`src/rtl/deadlock_mon_pkg.sv`:
```
// Shared FSM state type and default sizing constants for the deadlock/stall monitor.
package deadlock_mon_pkg;

  localparam int unsigned N_AXIS_DEF    = 2;
  localparam int unsigned N_INST_DEF    = 14;
  localparam int unsigned N_IDLE_DEF    = 18;
  localparam int unsigned DL_THRESH_DEF = 1024;
  localparam int unsigned CNT_W_DEF     = 16;

  typedef enum logic [1:0] {
    ST_RUN      = 2'd0,
    ST_SUSPECT  = 2'd1,
    ST_DEADLOCK = 2'd2
  } dl_state_e;

endpackage

```
`src/rtl/deadlock_stall_cond.sv`:
```
// Input register stage plus the progress/stall/pattern-change conditions that feed the watchdog FSM.
module deadlock_stall_cond
  import deadlock_mon_pkg::*;
#(
  parameter int unsigned N_AXIS = N_AXIS_DEF,
  parameter int unsigned N_INST = N_INST_DEF,
  parameter int unsigned N_IDLE = N_IDLE_DEF
) (
  input  logic              clock,
  input  logic              reset,
  input  logic [N_AXIS-1:0] axis_block_sigs_i,
  input  logic [N_IDLE-1:0] inst_idle_sigs_i,
  input  logic [N_INST-1:0] inst_block_sigs_i,
  output logic [N_INST-1:0] block_r_o,
  output logic [N_AXIS-1:0] axis_r_o,
  output logic              stall_c_o,
  output logic              sig_changed_c_o
);

  localparam int unsigned SIG_W = N_AXIS + N_INST;

  logic [N_INST-1:0] idle_q;
  logic [N_INST-1:0] block_q;
  logic [N_AXIS-1:0] axis_q;
  logic [SIG_W-1:0]  sig_prev_q;
  logic [SIG_W-1:0]  sig_c;
  logic              progress_c;
  logic              any_active_c;

  // Idle bits above N_INST carry no instance and are deliberately dropped.
  generate
    if (N_IDLE > N_INST) begin : g_idle_spare
      logic unused_idle_c;
      assign unused_idle_c = ^inst_idle_sigs_i[N_IDLE-1:N_INST];
    end
  endgenerate

  always_ff @(posedge clock) begin
    if (reset) begin
      idle_q     <= '0;
      block_q    <= '0;
      axis_q     <= '0;
      sig_prev_q <= '0;
    end else begin
      idle_q     <= inst_idle_sigs_i[N_INST-1:0];
      block_q    <= inst_block_sigs_i;
      axis_q     <= axis_block_sigs_i;
      sig_prev_q <= sig_c;
    end
  end

  always_comb begin
    progress_c   = |(~idle_q & ~block_q);
    any_active_c = |(~idle_q);
    sig_c        = {axis_q, block_q};
  end

  assign stall_c_o       = ~progress_c & (any_active_c | (|axis_q));
  assign sig_changed_c_o = (sig_c != sig_prev_q);
  assign block_r_o       = block_q;
  assign axis_r_o        = axis_q;

endmodule

```
`src/rtl/deadlock_stall_watchdog.sv`:
```
// Dataflow deadlock watchdog: declares deadlock after DL_THRESH cycles of stall with a frozen block pattern.
module deadlock_stall_watchdog
  import deadlock_mon_pkg::*;
#(
  parameter int unsigned N_AXIS    = N_AXIS_DEF,
  parameter int unsigned N_INST    = N_INST_DEF,
  parameter int unsigned N_IDLE    = N_IDLE_DEF,
  parameter int unsigned DL_THRESH = DL_THRESH_DEF,
  parameter int unsigned CNT_W     = CNT_W_DEF
) (
  input  logic              clock,
  input  logic              reset,
  input  logic [N_AXIS-1:0] axis_block_sigs,
  input  logic [N_IDLE-1:0] inst_idle_sigs,
  input  logic [N_INST-1:0] inst_block_sigs,
  output logic              block,
  output logic              deadlock_found,
  output logic [N_INST-1:0] blocked_mask,
  output logic [N_AXIS-1:0] axis_mask,
  output logic [CNT_W-1:0]  stall_cnt
);

  localparam logic [CNT_W-1:0] CNT_LAST = CNT_W'(DL_THRESH - 1);
  localparam logic [CNT_W-1:0] CNT_ONE  = CNT_W'(1);

  logic [N_INST-1:0] block_r;
  logic [N_AXIS-1:0] axis_r;
  logic              stall_c;
  logic              sig_changed_c;

  dl_state_e         state_q, state_d;
  logic [CNT_W-1:0]  cnt_q, cnt_d;
  logic              block_q, block_d;
  logic              found_q, found_d;
  logic [N_INST-1:0] bmask_q, bmask_d;
  logic [N_AXIS-1:0] amask_q, amask_d;

  deadlock_stall_cond #(
    .N_AXIS (N_AXIS),
    .N_INST (N_INST),
    .N_IDLE (N_IDLE)
  ) u_cond (
    .clock             (clock),
    .reset             (reset),
    .axis_block_sigs_i (axis_block_sigs),
    .inst_idle_sigs_i  (inst_idle_sigs),
    .inst_block_sigs_i (inst_block_sigs),
    .block_r_o         (block_r),
    .axis_r_o          (axis_r),
    .stall_c_o         (stall_c),
    .sig_changed_c_o   (sig_changed_c)
  );

  always_ff @(posedge clock) begin
    if (reset) begin
      state_q <= ST_RUN;
      cnt_q   <= '0;
      block_q <= 1'b0;
      found_q <= 1'b0;
      bmask_q <= '0;
      amask_q <= '0;
    end else begin
      state_q <= state_d;
      cnt_q   <= cnt_d;
      block_q <= block_d;
      found_q <= found_d;
      bmask_q <= bmask_d;
      amask_q <= amask_d;
    end
  end

  // A changing block pattern restarts the count; DEADLOCK holds everything until reset.
  always_comb begin
    state_d = state_q;
    cnt_d   = cnt_q;
    block_d = block_q;
    found_d = 1'b0;
    bmask_d = bmask_q;
    amask_d = amask_q;
    unique case (state_q)
      ST_RUN: begin
        if (stall_c) begin
          state_d = ST_SUSPECT;
          cnt_d   = CNT_ONE;
        end else begin
          cnt_d   = '0;
        end
      end
      ST_SUSPECT: begin
        if (!stall_c) begin
          state_d = ST_RUN;
          cnt_d   = '0;
        end else if (sig_changed_c) begin
          cnt_d   = CNT_ONE;
        end else if (cnt_q == CNT_LAST) begin
          state_d = ST_DEADLOCK;
          block_d = 1'b1;
          found_d = 1'b1;
          bmask_d = block_r;
          amask_d = axis_r;
        end else begin
          cnt_d   = cnt_q + CNT_ONE;
        end
      end
      ST_DEADLOCK: begin
        state_d = ST_DEADLOCK;
      end
      default: begin
        state_d = ST_RUN;
        cnt_d   = '0;
      end
    endcase
  end

  assign block          = block_q;
  assign deadlock_found = found_q;
  assign blocked_mask   = bmask_q;
  assign axis_mask      = amask_q;
  assign stall_cnt      = cnt_q;

endmodule
```
`config.mk`:
```
export PLATFORM = sky130hd
export DESIGN_NAME = deadlock_stall_watchdog
export DESIGN_NICKNAME = d
export VERILOG_FILES = /design/src/rtl/deadlock_mon_pkg.sv /design/src/rtl/deadlock_stall_cond.sv /design/src/rtl/deadlock_stall_watchdog.sv
export SDC_FILE = /design/constraint.sdc
export NUM_CORES = 1
export LEC_CHECK = 0
export CAP_MARGIN = 20
export CORE_MARGIN = 2
export CORE_UTILIZATION = 46
export CTS_BUF_LIST = sky130_fd_sc_hd__clkbuf_2 sky130_fd_sc_hd__clkbuf_4 sky130_fd_sc_hd__clkbuf_8
export DETAILED_ROUTE_END_ITERATION = 12
export PLACE_DENSITY = 0.86
export SKIP_CTS_REPAIR_TIMING = 1
export SLEW_MARGIN = 10
export SYNTH_ARGS = -nofsm -noshare
export SYNTH_HDL_FRONTEND = slang
export SYNTH_HIERARCHICAL = 1
export SYNTH_SLANG_ARGS = --single-unit
```
`constraint.sdc`:
```
create_clock -name clock -period 4.6 [get_ports clock]
set_input_delay 1.38 -clock clock [delete_from_list [all_inputs] [get_ports clock]]
set_output_delay 1.38 -clock clock [all_outputs]
set_load 0.05 [all_outputs]
```
==> metrics.yaml <==
setup_violations: 0
drc: 0
clock_power_share_pct: 42.3
gr-usage-met2_pct: 34.04
worst_pin_slew_ns: 0.6967
synth_area_leaders: "dfxtp_1 53%, nor2b_1 9.5%, nand2_1 4.8%"
viasPerCell: 5.434
avgSynthCellArea_um2: 9.326
synth_edf_count: 0
slowest_delay_ns: 0.87
grt_use_met3_pct: 5.197
power.switching_mw: 0.3235
clkTransAtPathRegs_ns: 0.08
synth.top_cells.by_count: "82 x dfxtp_1, 47 x nor2b_1, 40 x nand2_1"
synth_top_area_share_pct: 52.86
grt_max_degree: 66
ant_nets: 0
dpl.cell_count: 466
synth_ff_type: "dfxtp_1"
p_seq_share_pct: 53.0
report.final.slew_viol_count: 0
path_cells: "clkdlybuf4s50_1"
core-area_um2: 6422
synth_most_common_cell: "dfxtp_1"
die_area_um2: 7424
min_period_ns: 3.110
first_pass_iters: 5
antenna_cells: 0
ff2ff_path_depth: 8
grtUsageTotal_pct: 19.80
crit_start: "stall_cnt[0]"
p_int_mw: 1.088
comb_power_share_pct: 4.7
routed_wl_um: 6838
grt_pass1_vias: 2467
cts.sinks: 82
power_density_nw_per_um2: 348.6
fin_tns_setup_ns: 0
areaGrowthSynthToFinish_pct: 30.34
path_buf_inv: 1
final_area_um2: 4048
hpwl_um: 4859
die_height_um: 86.17
grtUsageMet1_pct: 23.15
drtIter0Drc: 154
start_kind: "flip-flop"
htreeDepth: 3
fmax_ghz: 0.3215
r2r-start: "u_cond/block_r_o[10]"
relSlewSlack_pct: 53.13
syn_nets: 370
rsz0062_at_grt: "false"
ys_seq_elements: 82
max-cap-violations: 0
synth_top_cell_by_area: "dfxtp_1"
syn_inst: 333
io_pins: 70
leakage_nw: 1.499
vias: 2619
min_period_over_period_pct: 67.62
outcome: "finished, final reports clean"
gr-total-overflow: 0
regToRegSetupSlack_ns: 1.84
end_kind: "output pin"
drive_gt1_share_pct: 6.420
path_depth: 1
ys_seq_area_share_pct: 52.86
critPathKind: "flip-flop to output pin"
wl_per_cell_um: 14.19
final_hold_viol_count: 0
fp.dieW_um: 86.17
antenna_found_initial: 0
tritoncts: "yes"
portBuffers: 65
swShare_pct: 22.92
cp-endpoint: "stall_cnt[0]"
cp_max_fo: 8
hold_start: "blocked_mask[10]"
final_core_util_pct: 63.02
synthArstFlopShare_pct: 0
root_buffer: "clkbuf_8"
fillCellCount: 537
gp_congestion: 0.8818
ys_types: 44
cp.arrival_ns: 1.73
final_cells: 482
cp_top_family: "buffers and inverters"
finalClockSkew_ns: 0.009542
grt_pass1_wl_um: 11360
ys_warn_count: 6
rows: 29
clkLatencyLatePin_ns: 0.36
place_area_um2: 3816
required_ns: 3.22
start_util_pct: 48.35
reg2reg_to: "blocked_mask[12]"
cts.path.max_buffers: 2
peakVddDrop_uv: 220.3
grt_busiest_layer: "met2"
syn_area_um2: 3105
numCtsBuffers: 9
power_mw: 1.411
holdCritPathClass: "flip-flop to flip-flop"
finish.net_count: 437
crit_slowest_cell: "clkdlybuf4s50_1"
==> flip-flops by register name, summed over array words and instances, names as in the netlist <==
register / cells
deadlock_found: 1
state_q: 2
u_cond/block_r_o: 14
stall_cnt: 16
axis_mask: 2
block: 1
u_cond/idle_q: 14
blocked_mask: 14
u_cond/sig_prev_q: 16
u_cond/axis_r_o: 2
==> worst min path at each step <==
stage,to,slack (ns),cells past startpoint
finish,blocked_mask[10],0.46,2
global route,blocked_mask[1],0.49,2
CTS,blocked_mask[6],0.46,2
detailed placement,blocked_mask[6],0.45,2
global placement,blocked_mask[10],0.45,2
floorplan,axis_mask[1],0.46,2
==> power by group through the flow <==
| stage | registers, mW | logic [mW] | clock network, mW |
|---|---|---|---|
| 2_1_floorplan | 0.759 | 0.0334 | 0 |
| 3_3_place_gp | 0.764 | 0.0652 | 0 |
| 3_5_place_dp | 0.765 | 0.0667 | 0 |
| 4_1_cts | 0.748 | 0.0670 | 0.602 |
| 5_1_grt | 0.751 | 0.0726 | 0.631 |
| 6_report | 0.748 | 0.0664 | 0.596 |
==> kinds of logic (layout without fill, tap and decap cells) <==
| group | after synthesis | after routing | synth area share, % |
|---|---|---|---|
| adders and majority gates | 1 | 1 | 0.4028 |
| xor gates and xnor gates | 17 | 17 | 4.794 |
| and+or+nand+nor | 161 | 161 | 28.45 |
| buffers and inverters | 15 | 87 | 1.853 |
| muxes | 1 | 1 | 0.3223 |
| DFF | 82 | 82 | 52.86 |
| AOI/OAI and AO/OA | 56 | 56 | 11.32 |
==> per-stage QoR <==
stage | hold WS, ns | worst slack (ns)
after floorplan | 0.4602 | 2.211
after global placement | 0.4479 | 1.748
after detailed placement | 0.4495 | 1.730
after CTS | 0.4616 | 1.484
after global routing | 0.4931 | 1.443
final | 0.4616 | 1.490
==> area by class of cell <==
cell class / instances / area [µm²] / share of cell area (%)
inverters: 5 / 18.77 / 0.4637
flip-flops and latches: 82 / 1642 / 40.56
clock buffers: 9 / 123.9 / 3.060
well taps: 77 / 96.34 / 2.380
repair buffers: 66 / 653.1 / 16.14
clock inverters: 7 / 107.6 / 2.658
multi-input cells: 236 / 1406 / 34.75
==> metal layers <==
metal	part of all wire, %	wire (µm)
met3	6.3	430
met4	2.0	140
met1	42	2898
met2	49	3369
met5	0	0
==> placed cells by master (no fill, tap or decap), types with 3 or more instances in the layout <==
| master | n |
|---|---|
| inv_1 | 5 |
| nor3_1 | 4 |
| nor2_1 | 30 |
| xor2_1 | 16 |
| nand4_1 | 10 |
| nand3_1 | 5 |
| o22ai_1 | 8 |
| o21ai_0 | 9 |
| a21oi_1 | 24 |
| nor2b_1 | 47 |
| nand4bb_1 | 3 |
| nand2_1 | 40 |
| dfxtp_1 | 82 |
| a31oi_1 | 4 |
| nor4_1 | 6 |
| clkdlybuf4s50_1 | 64 |
| clkbuf_8 | 9 |
(Power assumes the default switching activity.)
